### config.mk
export PLATFORM = sky130hd
export DESIGN_NAME = chan_select_mux
export DESIGN_NICKNAME = d
export VERILOG_FILES = /design/src/rtl/chan_select_mux.sv
export SDC_FILE = /design/constraint.sdc
export NUM_CORES = 1
export LEC_CHECK = 0
export BUFFER_PORTS_ARGS = -buffer_cell sky130_fd_sc_hd__buf_2
export CORE_ASPECT_RATIO = 1.1
export CORE_MARGIN = 2
export CORE_UTILIZATION = 52
export DETAILED_ROUTE_END_ITERATION = 12
export GPL_TIMING_DRIVEN = 0
export PLACE_DENSITY_LB_ADDON = 0.3
export SYNTH_ARGS = -nofsm -noshare
export SYNTH_HDL_FRONTEND = slang
export SYNTH_SLANG_ARGS = --single-unit
### constraint.sdc
create_clock -name clk -period 6.9 [get_ports clk]
set_input_delay 0.69 -clock clk [delete_from_list [all_inputs] [get_ports clk]]
set_output_delay 0.69 -clock clk [all_outputs]
set_load 0.01 [all_outputs]
### src/rtl/chan_select_mux.sv
// Channel select mux: explicit-select or round-robin grant into a one-word registered output slot.
// Optional macro CHAN_SELECT_MUX_COUNT_EN adds a saturating 16-bit transfer counter (xfer_count).
module chan_select_mux #(
   parameter int WIDTH    = 8,
   parameter int CHANNELS = 8,
   localparam int SEL_W   = $clog2(CHANNELS)
) (
   input  logic                      clk,
   input  logic                      reset,
   input  logic [CHANNELS*WIDTH-1:0] in_data,
   input  logic [CHANNELS-1:0]       in_valid,
   output logic [CHANNELS-1:0]       in_ready,
   input  logic                      mode,
   input  logic [SEL_W-1:0]          sel,
`ifdef CHAN_SELECT_MUX_COUNT_EN
   output logic [15:0]               xfer_count,
`endif
   output logic [WIDTH-1:0]          out_data,
   output logic [SEL_W-1:0]          out_chan,
   output logic                      out_valid,
   input  logic                      out_ready
);

   logic [SEL_W-1:0] ptr_r;
   logic [SEL_W-1:0] gidx_s;
   logic             found_s;
   logic             space_s;
   logic             grant_s;
   int               idx_s;

   // Pick a candidate channel: a sel that matches an index (out-of-range sel matches none), or the first valid after ptr.
   always_comb begin
      found_s = 1'b0;
      gidx_s  = '0;
      idx_s   = 0;
      if (mode == 1'b0) begin
         for (int i = 0; i < CHANNELS; i++) begin
            if (int'(sel) == i && in_valid[i]) begin
               found_s = 1'b1;
               gidx_s  = SEL_W'(i);
            end else begin
               found_s = found_s;
            end
         end
      end else begin
         for (int k = 1; k <= CHANNELS; k++) begin
            idx_s = (int'(ptr_r) + k) % CHANNELS;
            if (!found_s && in_valid[idx_s]) begin
               found_s = 1'b1;
               gidx_s  = SEL_W'(idx_s);
            end else begin
               found_s = found_s;
            end
         end
      end
   end

   // Grant only when the output slot has room and reset is not asserted.
   always_comb begin
      space_s  = !out_valid || out_ready;
      grant_s  = found_s && space_s && !reset;
      in_ready = '0;
      if (grant_s) begin
         in_ready[gidx_s] = 1'b1;
      end else begin
         in_ready = '0;
      end
   end

   // Output slot: load on grant (no bubble when draining), clear on drain-only, hold under backpressure.
   always_ff @(posedge clk) begin
      if (reset) begin
         out_valid <= 1'b0;
         out_data  <= '0;
         out_chan  <= '0;
         ptr_r     <= SEL_W'(CHANNELS - 1);
      end else if (grant_s) begin
         out_valid <= 1'b1;
         out_data  <= in_data[int'(gidx_s)*WIDTH +: WIDTH];
         out_chan  <= gidx_s;
         ptr_r     <= gidx_s;
      end else if (out_valid && out_ready) begin
         out_valid <= 1'b0;
      end else begin
         out_valid <= out_valid;
      end
   end

`ifdef CHAN_SELECT_MUX_COUNT_EN
   // Saturating count of delivered words.
   always_ff @(posedge clk) begin
      if (reset) begin
         xfer_count <= 16'h0000;
      end else if (out_valid && out_ready && xfer_count != 16'hFFFF) begin
         xfer_count <= xfer_count + 16'h0001;
      end else begin
         xfer_count <= xfer_count;
      end
   end
`endif

endmodule

* After elaboration in Yosys (flattened, before gate mapping)
Index checks and enable logic that the tools add are counted.
Word-level totals: word-level logic and storage cells 146, output and inout bits 20, input port bits 79, bits in registers 15
Operators by class: reductions and logical operators 39, magnitude comparators 10, bitwise gates (word level) 8, shift-type cells 1, muxes and demuxes 69, $add $sub $neg 8, eq/ne operators 7
Operators by type and width (number):
- $shiftx A64 B7 Y8 | 1
- $mux W3 | 15
- $mux W1 | 44
- $lt A4 B5 Y1 const B | 8
- $bmux W1 S3 | 8
- $reduce_or A3 Y1 | 8
- $logic_and A1 B1 Y1 | 19
- $add A3 B3 Y3 const B | 4
- $eq A3 B3 Y1 const B | 4
- $logic_not A1 Y1 | 9
- $and A1 B1 Y1 const A | 8
- $mux W8 | 1
- $add A3 B1 Y3 const B | 2
- $add A3 B2 Y3 const B | 2
- $eq A3 B2 Y1 const B | 2
- $lt A3 B4 Y1 const B | 1
- $demux W1 S3 | 1
- $eq A3 B1 Y1 const B | 1
- $ge A3 B1 Y1 const B | 1
- $logic_not A3 Y1 | 1
- $reduce_bool A2 Y1 | 1
- $logic_or A1 B1 Y1 | 1

* Logic depth before layout (Yosys ltp)
Gate-level depths: netlist (run 1).
word-level depth 41, depth in mapped cells 16, mapped depth without buffers 11

* Least setup slack after synthesis (run 1)
Ideal clock, no wire load.
path kind register -> output, start point reg ptr_r[0], end point out in_ready[7], required time 6.210 ns, path buffers 4, cell stages (with the launch flop) 15, slack 2.618 ns, arrival time 3.592 ns, cell sequence dfxtp_1 clkbuf_2 buf_2 clkinv_1 ha_1 buf_2 mux4_2 nor2_1 nand2_1 nor2_1 a21boi_0 o22ai_2 buf_2 nand2_1 nor3b_1
On the way: longest elaborated chain between the ends 39, elaborated cells on any way between the ends 79, those cells by class add/sub: 8; order compare: 2; mux: 52; reduce/logical: 17
RTL lines:
- start, declared | RTL line 24 | logic [SEL_W-1:0] ptr_r;
- start signal, assigned | RTL line 76 | ptr_r <= SEL_W'(CHANNELS - 1);
- start signal, assigned | RTL line 81 | ptr_r <= gidx_s;
- $add A3 B1 Y3 | RTL line 47 | idx_s = (int'(ptr_r) + k) % CHANNELS;
- $bmux W1 S3 | RTL line 48 | if (!found_s && in_valid[idx_s]) begin
- $mux W1 (implied by the code) (2 in series) | RTL line 48
- $mux W1 | RTL line 48
- $mux W1 | RTL line 36 | if (mode == 1'b0) begin
- $logic_not A1 Y1 | RTL line 48
- $logic_and A1 B1 Y1 | RTL line 48
- $mux W1 | RTL line 48
- (+22 left out)
- $logic_and A1 B1 Y1 | RTL line 48
- $mux W3 | RTL line 48
- $mux W3 | RTL line 36
- $lt A3 B4 Y1 (implied by the code) / $ge A3 B1 Y1 (equally long branches) | RTL line 64 | in_ready[gidx_s] = 1'b1;
- $logic_and A1 B1 Y1 (implied by the code) | RTL line 64
- $mux W1 (implied by the code) | RTL line 64
- $demux W1 S3 | RTL line 64
- $mux W8 * | RTL line 63 | if (grant_s) begin
- end, declared | RTL line 12 | output logic [CHANNELS-1:0] in_ready,
Mark *: on every way between the ends. The rest lies on a longest branch, timed or not. The select of a mux whose other input is x is not followed.

* Final worst setup path (run 1)
start point reg ptr_r[1], end point out in_ready[7]
The elaborated chain is that of the path after synthesis.

==> out/metrics.yaml, run 1 <==
timing:
  final_report_max_slew_violation_count: 0
  finalSetupViolations: 0
  timing.slew.headroom_pct: 52.90
  period_share_pct: 77.23
  setup_repair_after_global_routing_missed_its_margin: "false"
  clock-skew-final_ns: 0.01086
  worst-slew-pin-transition_ns: 0.6869
  timing.setup.tns_ns: 0
  fmax_ghz: 0.1877
  period_needed_ns: 5.329
  report.final.hold_viol_count: 0
  hold-worst-slack_ns: 0.4566
placed_design:
  hpwl_um: 5300
  globalplace.congestion: 0.9461
  placement.io_buffers: 98
  dp.cells: 381
  dpl_cell_area_um2: 2775
logic_synthesis:
  synth-seq-area-share_pct: 13.53
  syn_nets: 312
  synthesis.area_um2: 2220
  ys_ff_latch: 15
  dominantRegCellSynth: "dfxtp_1"
  avgSynthCellArea_um2: 9.609
  synth.yosys.warnings: 0
  synth_async_sr_flop_share_pct: 0
  postSynthCellCount: 231
  synth.lib_cells_used.distinct: 48
  synth_enable_flop_cells: 0
grt:
  grt_max_degree: 11
  grt_usage_pct: 29.19
  grt_remaining_overflow: 0
  grt_antenna_before_repair: 0
  first_global_vias: 2289
  grt_pass1_wl_um: 10960
floorplanning:
  design.die.area_um2: 4808
  std_cell_rows: 24
  io-pin-count: 99
  start_util_pct: 55.16
  placeableCoreArea_um2: 4024
  die_width_um: 66.30
  die_y_um: 72.52
clock_tree:
  tritoncts.num_buffers: 3
  cts.reportedPaths.clkPinSlew_ns: 0.06
  post_cts.repair.setup_buffers: 0
  tritoncts_num_sinks: 15
  tritoncts_clock_tree: "done"
  worst_skew_pair.late_latency_ns: 0.26
  number_of_gates_given_a_new_drive_strength_after_cts: 0
  cts_hold_repair.buffers: 0
  ctsRootBufferMaster: "clkbuf_8"
  clk_path_buf_depth: 2
  ctsHtreeMaxLevel: 1
min_path:
  hold_class: "reg -> reg"
finish:
  layout.nets: 415
  layout_common_cells: "buf_2 (104), mux2i_1 (37), mux2_2 (22)"
  n_fill_cell: 337
  syn_to_final_growth_pct: 27.23
  drive_gt1_share_pct: 48.05
  diodes_inserted: 0
  finalInstanceArea_um2: 2824
  layout_commonest_cell: "buf_2"
  layoutNonFillerInstCount: 385
pwr:
  ir_worst_vdd_uv: 149.4
  power_density_nw_per_um2: 207.2
  power.static_leakage_nw: 1.374
  design_power_total_mw: 0.5852
worst_setup_path:
  cp_common_cell: "buf_2"
  setup.worst_path.start_class: "flop"
  worst_ep_arrival_time_ns: 4.64
  setup.reg_to_reg.worst_slack_ns: 2.35
  timing_worst_setup_path_type: "reg -> out"
  worst-path-max-fanout: 10
  path_cells: "buf_2 -> buf_1 -> inv_1 -> ha_1 -> buf_2 -> mux4_2 -> mux2i_1 -> nand3b_1 -> nor2_1 -> a21boi_0 -> o22ai_2 -> buf_2 -> nand2_1 -> nor3b_1 -> buf_2"
  critPathMaxStageDelay_ns: 0.47
  timing.critical_path.required_ns: 6.21
  critical_path.slowest_cell: "buf_1"
  crit_path_end_kind: "primary output"
detailed_routing:
  routed_wirelength_um: 6611
  first_iter_violations: 302
  drtAntennaViolNets: 0
  vias_per_cell: 6.127
  routed-via-count: 2359
  drc: 0
  wl_per_cell_um: 17.17
  drt_first_pass_iters: 4
run_status:
  status: "complete, no violations"
flow_run:
  max_cap_check_violation_count: 0
-- final cells by class --
type,count,area (µm²),share of cell area (%)
plain buffers,17,110.1,3.899
clock buffers,3,41.29,1.462
clock inverters,1,7.507,0.2658
inverters,6,22.52,0.7975
multi-input cells,193,1787,63.27
flip-flops and latches,15,300.3,10.63
well taps,52,65.06,2.304
repair buffers,98,490.5,17.37
-- registers in the layout, summed over array words and instances (netlist names) --
signal	flops
out_data	8
out_valid	1
out_chan	3
ptr_r	3
-- power breakdown --
part           switching, mW  internal [mW]  total, mW  leakage [nW]
combinational          0.208          0.199      0.407          1.23
clock                 0.0336         0.0406     0.0743        0.0217
sequential           0.00554         0.0980      0.104         0.124
-- routing by layer --
metal  wire length [µm]  share of wire [%]  track usage [%]  vias to the layer above
met2               3329                 50            48.44                      109
met5                  0                  0                0                        -
li1                   -                  -                -                     1109
met4                172                2.6            9.751                        0
met3                392                5.9            3.411                       21
met1               2718                 41            39.54                     1120
-- final timing paths --
check | depth (start not counted) | start | to
hold / removal | 2 | out_chan[2]$_SDFFE_PP0P_ | out_chan[2]$_SDFFE_PP0P_
hold reg to reg | 2 | out_chan[2]$_SDFFE_PP0P_ | out_chan[2]$_SDFFE_PP0P_
setup / recovery | 15 | ptr_r[1]$_SDFFE_PP1P_ | in_ready[7]
setup reg to reg | 14 | ptr_r[1]$_SDFFE_PP1P_ | out_data[3]$_SDFFE_PP0P_
-- worst max-delay path, delay by kind of cell, from the launching register on --
kind | cells | cell delay (ns)
and+or+nand+nor | 4 | 0.76
muxes | 2 | 0.70
AOI/OAI and AO/OA | 2 | 0.60
DFF | 1 | 0.32
adders and majority gates | 1 | 0.35
buffers and inverters | 6 | 1.64
-- synth_stat cells (5+ instances only) --
cell type,number,area [µm²]
mux2i_1,37,370.4
mux2_2,22,247.7
mux4_2,18,405.4
dfxtp_1,15,300.3
nand2_1,15,56.30
a21oi_1,14,70.07
nor2_1,12,45.04
a221oi_1,8,70.07
o21bai_1,8,60.06
buf_2,6,30.03
o21ai_0,6,30.03
inv_1,5,18.77
nand2b_1,5,31.28
nor3_1,5,25.02
-- cell families after synthesis --
family / Yosys count / share of synthesized area, %
mux: 79 / 47.80
compound gates: 58 / 19.05
simple gates: 51 / 11.33
buf+inv: 23 / 5.974
flops: 15 / 13.53
xor+xnor: 3 / 1.184
fa+ha+maj: 2 / 1.127
-- metrics by stage --
stage	util, %	setup slack (ns)
3_3_place_gp	68.97	2.008
2_1_floorplan	-	2.618
5_1_grt	70.18	1.209
4_1_cts	70.18	1.609
3_5_place_dp	68.97	1.903
6_report	70.18	1.571
No activity file was read; power rests on OpenSTA's default activity.
==> run 2: changes to the inputs <==
--- a/config.mk
+++ b/config.mk
@@ -8,7 +8,7 @@
 export BUFFER_PORTS_ARGS = -buffer_cell sky130_fd_sc_hd__buf_2
 export CORE_ASPECT_RATIO = 1.1
 export CORE_MARGIN = 2
-export CORE_UTILIZATION = 52
+export CORE_UTILIZATION = 44
 export DETAILED_ROUTE_END_ITERATION = 12
 export GPL_TIMING_DRIVEN = 0
 export PLACE_DENSITY_LB_ADDON = 0.3
==> constraint.sdc (replaced) <==
create_clock -name clk -period 4.9 [get_ports clk]
set_input_delay 0.49 -clock clk [delete_from_list [all_inputs] [get_ports clk]]
set_output_delay 0.49 -clock clk [all_outputs]
set_load 0.01 [all_outputs]
==> out/metrics.yaml, run 2 (synthesized netlist as in run 1, its figures left out) <==
run_status:
  status: "complete, no violations"  # unchanged
finish:
  drive_gt1_share_pct: 49.55  # was 48.05%
  largest_register_ff_count: 8  # unchanged
  multi_input_area_um2: 1808  # was 1787 µm²
  post-route-util_pct: 58.04  # was 70.18%
  diodes_inserted: 0  # unchanged
  area.sequential_um2: 300.3  # unchanged
  syn_to_final_growth_pct: 28.97  # was 27.23%
  n_fill_cell: 443  # was 337
  reg.largest.list: "out_data (8), out_chan (3), ptr_r (3)"  # unchanged
  registers.top_by_ff_count: "out_data"  # unchanged
  layout_common_cells: "buf_2 (102), mux2i_1 (35), mux2_2 (22)"  # was buf_2 (104), mux2i_1 (37), mux2_2 (22)
  layout.nets: 415  # unchanged
  layout_commonest_cell: "buf_2"  # unchanged
  finalInstanceArea_um2: 2863  # was 2824 µm²
detailed_routing:
  routed-via-count: 2266  # was 2359
  vias_per_cell: 5.795  # was 6.127
  first_iter_violations: 219  # was 302
  drt_first_pass_iters: 4  # unchanged
  drtAntennaViolNets: 0  # unchanged
  routed_wirelength_um: 6492  # was 6611 µm
  drc: 0  # unchanged
  wl_per_cell_um: 16.60  # was 17.17 µm
grt:
  grt_remaining_overflow: 0  # unchanged
  grt_pass1_wl_um: 10630  # was 10960 µm
  grt.met1_usage_pct: 31.81  # was 39.54%
  grt_usage_pct: 23.24  # was 29.19%
  grt_antenna_before_repair: 0  # unchanged
  globalRoute.busiestLayer: "met2"  # unchanged
  globalRouteMet3Util_pct: 2.182  # was 3.411%
  first_global_vias: 2177  # was 2289
  grt_max_degree: 11  # unchanged
  grtUsageMet2_pct: 38.70  # was 48.44%
pwr:
  ir_worst_vdd_uv: 214.6  # was 149.4 µV
  netSwitchingFraction_pct: 41.60  # was 42.26%
  pwr-share-comb_pct: 70.4  # was 69.6%
  clockPowerShare_pct: 12.0  # was 12.7%
  power.static_leakage_nw: 1.377  # was 1.374 nW
  share_seq_of_total_power_pct: 17.6  # was 17.7%
  internal_power_mw: 0.4835  # was 0.3379 mW
  netSwitchingPower_mw: 0.3444  # was 0.2473 mW
  power_density_nw_per_um2: 289.2  # was 207.2 nW/µm²
floorplanning:
  die_y_um: 78.49  # was 72.52 µm
  io-pin-count: 99  # unchanged
  start_util_pct: 45.00  # was 55.16%
  die_width_um: 71.72  # was 66.30 µm
  design.die.area_um2: 5629  # was 4808 µm²
  placeableCoreArea_um2: 4932  # was 4024 µm²
  std_cell_rows: 27  # was 24
timing:
  finalSetupViolations: 0  # unchanged
  final_report_max_slew_violation_count: 0  # unchanged
  worst-slew-pin-transition_ns: 0.6962  # was 0.6869 ns
  fmax_ghz: 0.2145
  timing.slew.headroom_pct: 52.26  # was 52.90%
  period_share_pct: 95.14
  clock-skew-final_ns: 0.007278  # was 0.01086 ns
  hold-worst-slack_ns: 0.4565  # was 0.4566 ns
  report.final.hold_viol_count: 0  # unchanged
  period_needed_ns: 4.662
worst_setup_path:
  setup.worst_path.start_class: "flop"  # unchanged
  worst-path-max-fanout: 10  # unchanged
  timing.critical_path.required_ns: 4.41  # was 6.21 ns
  critical-path-top-delay-family: "buffers and inverters"  # unchanged
  path_buf_inv: 5  # was 6
  cp_common_cell: "buf_2"  # unchanged
  critical_path.slowest_cell: "mux4_2"  # was buf_1
  critPathMaxStageDelay_ns: 0.55  # was 0.47 ns
  worst_ep_arrival_time_ns: 4.17  # was 4.64 ns
  path_cells: "clkbuf_2 -> clkbuf_4 -> clkinvlp_4 -> ha_1 -> buf_2 -> mux4_2 -> mux2i_1 -> mux2_2 -> o221ai_1 -> o221a_1 -> a221oi_4 -> nor3b_1 -> buf_2"  # was buf_2 -> buf_1 -> inv_1 -> ha_1 -> buf_2 -> mux4_2 -> mux2i_1 -> nand3b_1 -> nor2_1 -> a21boi_0 -> o22ai_2 -> buf_2 -> nand2_1 -> nor3b_1 -> buf_2
  crit_path_end_kind: "primary output"  # unchanged
  timing_worst_setup_path_type: "reg -> out"  # unchanged
clock_tree:
  tritoncts_clock_tree: "done"  # unchanged
  ctsRootBufferMaster: "clkbuf_8"  # unchanged
  cts.reportedPaths.clkPinSlew_ns: 0.06  # about the same
  clk_path_buf_depth: 2  # unchanged
  ctsHtreeMaxLevel: 1  # unchanged
  tritoncts.num_buffers: 3  # unchanged
  worst_skew_pair.late_latency_ns: 0.25  # was 0.26 ns
  tritoncts_num_sinks: 15  # unchanged
placed_design:
  globalplace.congestion: 0.9066  # was 0.9461
  dpl_cell_area_um2: 2783  # was 2775 µm²
  hpwl_um: 5130  # was 5300 µm
  placement.io_buffers: 98  # unchanged
flow_run:
  max_cap_check_violation_count: 0  # unchanged
min_path:
  hold_class: "reg -> reg"  # unchanged
-- run 2: cell count changes in the layout (fill, tap and decap cells not counted), sizes merged --
cell	previous run	this run
buf	111	109
clkbuf	7	9
-- run 2: what timing repair did --
item / 4_1_cts / 5_1_grt
gates resized for setup: 0 / 7
setup buffers: 1 / 0
hold buffers: 0 / 0
setup endpoints to repair: 5 / 8
pin swaps: 1 / 0
-- run 2: cell type report --
class                      count  share of cell area [%]
multi-input combinational    193                   63.16
timing repair buffer          99                   17.40
sequential                    15                   10.49
buffer                        16                   3.890
tap                           58                   2.535
clock buffer                   3                   1.442
inverter                       6                  0.9178
clock inverter                 1                  0.1748
-- run 2: through the flow --
stage	worst slack (ns)	instances	TNS (ns)	total power, mW
global placement	0.1521	387	0	0.7043
CTS	0.07369	392	0	0.8156
global route	-0.001284	391	-0.001284	0.8849
detailed placement	0.1374	387	0	0.7111
finish	0.2381	391	0	0.8279
floorplan	0.8185	231	0	0.5727
-- run 2: worst paths after layout --
kind,startpoint,endpoint,slack [ns],cells after the start
worst max-delay path,ptr_r[0]$_SDFFE_PP1P_,in_ready[7],0.24,13
worst min-delay path,out_chan[2]$_SDFFE_PP0P_,out_chan[2]$_SDFFE_PP0P_,0.46,2
worst max register to register,ptr_r[0]$_SDFFE_PP1P_,out_data[2]$_SDFFE_PP0P_,0.64,13
worst min register to register,out_chan[2]$_SDFFE_PP0P_,out_chan[2]$_SDFFE_PP0P_,0.46,2
-- run 2: per-layer routing --
metal / up-vias / routed length [µm]
met5: - / 0
met3: 10 / 297
li1: 1113 / -
met1: 1074 / 2846
met2: 69 / 3243
met4: 0 / 104
-- run 2: worst min-delay path, stage by stage (launching register included) --
cell	delay, ns
dfxtp_1	0.31
nand2_1	0.05
a21oi_1	0.05
-- run 2: power by group through the flow --
stage / clock network [mW] / registers, mW / logic (mW)
2_1_floorplan: 0 / 0.154 / 0.419
3_5_place_dp: 0 / 0.148 / 0.563
3_3_place_gp: 0 / 0.148 / 0.557
6_report: 0.0997 / 0.145 / 0.583
5_1_grt: 0.103 / 0.147 / 0.635
4_1_cts: 0.102 / 0.145 / 0.568
==> run 3: changes to the inputs <==
--- a/config.mk
+++ b/config.mk
@@ -6,9 +6,9 @@
 export NUM_CORES = 1
 export LEC_CHECK = 0
 export BUFFER_PORTS_ARGS = -buffer_cell sky130_fd_sc_hd__buf_2
-export CORE_ASPECT_RATIO = 1.1
+export CORE_ASPECT_RATIO = 0.9
 export CORE_MARGIN = 2
-export CORE_UTILIZATION = 44
+export CORE_UTILIZATION = 52
 export DETAILED_ROUTE_END_ITERATION = 12
 export GPL_TIMING_DRIVEN = 0
 export PLACE_DENSITY_LB_ADDON = 0.3
==> constraint.sdc (replaced) <==
create_clock -name clk -period 5.4 [get_ports clk]
set_input_delay 0.54 -clock clk [delete_from_list [all_inputs] [get_ports clk]]
set_output_delay 0.54 -clock clk [all_outputs]
set_load 0.01 [all_outputs]
==> out/metrics.yaml, run 3 (synthesized netlist as in run 1, its figures left out) <==
finish:
  n_fill_cell: 328  # was 443
  layout_common_cells: "buf_2 (104), mux2i_1 (37), mux2_2 (22)"  # was buf_2 (102), mux2i_1 (35), mux2_2 (22)
  layout.nets: 420  # was 415
  post-route-util_pct: 69.65  # was 58.04%
  largest_register_ff_count: 8  # unchanged
  registers.top_by_ff_count: "out_data"  # unchanged
  syn_to_final_growth_pct: 28.69  # was 28.97%
  layout_commonest_cell: "buf_2"  # unchanged
  diodes_inserted: 0  # unchanged
  reg.largest.list: "out_data (8), out_chan (3), ptr_r (3)"  # unchanged
  drive_gt1_share_pct: 48.82  # was 49.55%
clock_tree:
  cts.reportedPaths.clkPinSlew_ns: 0.06  # about the same
  tritoncts_clock_tree: "done"  # unchanged
  tritoncts.num_buffers: 3  # unchanged
  tritoncts_num_sinks: 15  # unchanged
  number_of_gates_given_a_new_drive_strength_after_cts: 0  # unchanged
  cts_hold_repair.buffers: 0  # unchanged
  worst_skew_pair.late_latency_ns: 0.25  # about the same
  clk_path_buf_depth: 2  # unchanged
  ctsHtreeMaxLevel: 1  # unchanged
  ctsRootBufferMaster: "clkbuf_8"  # unchanged
  post_cts.repair.setup_buffers: 0  # was 1
worst_setup_path:
  timing.critical_path.required_ns: 4.86  # was 4.41 ns
  worst-path-max-fanout: 10  # unchanged
  path_buf_inv: 7  # was 5
  setup.reg_to_reg.worst_slack_ns: 0.89  # was 0.64 ns
  worst_ep_arrival_time_ns: 4.34  # was 4.17 ns
  critical_path.slowest_cell: "mux4_2"  # unchanged
  critical-path-top-delay-family: "buffers and inverters"  # unchanged
  timing_worst_setup_path_type: "reg -> out"  # unchanged
  setup.worst_path.start_class: "flop"  # unchanged
  cp_common_cell: "buf_2"  # unchanged
  crit_path_end_kind: "primary output"  # unchanged
  path_cells: "clkbuf_2 -> buf_2 -> clkinv_1 -> ha_1 -> buf_2 -> mux4_2 -> nor2_1 -> nand2_1 -> nor2_1 -> a21boi_0 -> o22ai_2 -> buf_4 -> buf_2 -> nand2_1 -> nor3b_1 -> buf_2"  # was clkbuf_2 -> clkbuf_4 -> clkinvlp_4 -> ha_1 -> buf_2 -> mux4_2 -> mux2i_1 -> mux2_2 -> o221ai_1 -> o221a_1 -> a221oi_4 -> nor3b_1 -> buf_2
  critPathMaxStageDelay_ns: 0.59  # was 0.55 ns
detailed_routing:
  wl_per_cell_um: 15.82  # was 16.60 µm
  routed_wirelength_um: 6108  # was 6492 µm
  drc: 0  # unchanged
  drtAntennaViolNets: 0  # unchanged
  routed-via-count: 2317  # was 2266
  vias_per_cell: 6.003  # was 5.795
  first_iter_violations: 192  # was 219
  drt_first_pass_iters: 4  # unchanged
timing:
  period_share_pct: 90.37
  fmax_ghz: 0.2049
  final_report_max_slew_violation_count: 0  # unchanged
  period_needed_ns: 4.880
  clock-skew-final_ns: 0.001559  # was 0.007278 ns
  timing.setup.tns_ns: 0  # unchanged
  finalSetupViolations: 0  # unchanged
  worst-slew-pin-transition_ns: 0.6665  # was 0.6962 ns
  setup_repair_after_global_routing_missed_its_margin: "false"
  report.final.hold_viol_count: 0  # unchanged
  timing.slew.headroom_pct: 54.30  # was 52.26%
grt:
  grt_antenna_before_repair: 0  # unchanged
  first_global_vias: 2026  # was 2177
  grt_remaining_overflow: 0  # unchanged
  grt_usage_pct: 25.35  # was 23.24%
  grt_pass1_wl_um: 9660  # was 10630 µm
  grt_max_degree: 11  # unchanged
floorplanning:
  start_util_pct: 54.12  # was 45.00%
  std_cell_rows: 22  # was 27
  design.die.area_um2: 4808  # was 5629 µm²
  io-pin-count: 99  # unchanged
  die_y_um: 65.98  # was 78.49 µm
  die_width_um: 72.87  # was 71.72 µm
  placeableCoreArea_um2: 4101  # was 4932 µm²
pwr:
  power_density_nw_per_um2: 265.1  # was 289.2 nW/µm²
  power.static_leakage_nw: 1.403  # was 1.377 nW
  design_power_total_mw: 0.7572  # was 0.8279 mW
  ir_worst_vdd_uv: 144.0  # was 214.6 µV
placed_design:
  hpwl_um: 4869  # was 5130 µm
  globalplace.congestion: 0.9450  # was 0.9066
  placement.io_buffers: 98  # unchanged
flow_run:
  max_cap_check_violation_count: 0  # unchanged
min_path:
  hold_class: "reg -> reg"  # unchanged
run_status:
  status: "complete, no violations"  # unchanged
-- run 3: cell count changes in the layout (fill, tap and decap cells not counted) --
cell,change
nor2_1,+1
clkinv_1,+1
mux2i_1,+2
clkinvlp_4,-1
clkinv_2,-1
buf_2,+2
nor2_2,-1
mux2i_2,-2
clkbuf_1,+1
a221oi_4,-1
buf_4,+5
a221oi_2,+1
clkbuf_4,-2
-- run 3: worst paths after layout --
check / from / endpoint / cells past startpoint
max: ptr_r[0]$_SDFFE_PP1P_ / in_ready[7] / 16
min: out_chan[2]$_SDFFE_PP0P_ / out_chan[2]$_SDFFE_PP0P_ / 2
max reg2reg: ptr_r[0]$_SDFFE_PP1P_ / out_data[0]$_SDFFE_PP0P_ / 16
min reg2reg: out_chan[2]$_SDFFE_PP0P_ / out_chan[2]$_SDFFE_PP0P_ / 2
-- run 3: layout make-up --
type | instances | area, µm² | share of cell area, %
clock buffers | 4 | 45.04 | 1.577
repair buffers | 104 | 535.5 | 18.75
flip-flops and latches | 15 | 300.3 | 10.51
plain buffers | 16 | 106.4 | 3.723
well taps | 48 | 60.06 | 2.102
multi-input cells | 193 | 1787 | 62.55
inverters | 6 | 22.52 | 0.7884
-- run 3: per-stage QoR --
step	hold slack, ns	cell area, µm²	worst slack [ns]	instances
3_3_place_gp	0.4455	2770	0.5908	377
5_1_grt	0.4723	2856	0.1037	386
3_5_place_dp	0.4500	2770	0.5837	377
2_1_floorplan	0.4805	2220	1.268	231
6_report	0.4606	2856	0.5201	386
4_1_cts	0.4585	2815	0.2893	381
-- run 3: layer usage --
layer	global-route usage [%]	up-vias	share of wire [%]
met3	2.591	6	7.3
met1	37.40	1096	44
met2	40.00	94	48
met4	5.556	0	0.72
li1	-	1121	-
met5	0	-	0
-- run 3: worst min-delay path: stages, from the launching register on --
cell and delay, ns:
dfxtp_1 0.31, nand2_1 0.05, a21oi_1 0.06
-- run 3: where the power goes --
| part | switching [mW] | leakage, nW | total [mW] | internal, mW |
|---|---|---|---|---|
| registers | 0.00672 | 0.124 | 0.132 | 0.125 |
| clock network | 0.0409 | 0.0228 | 0.0933 | 0.0524 |
| logic | 0.263 | 1.26 | 0.532 | 0.269 |
| total | 0.311 | 1.40 | 0.757 | 0.447 |
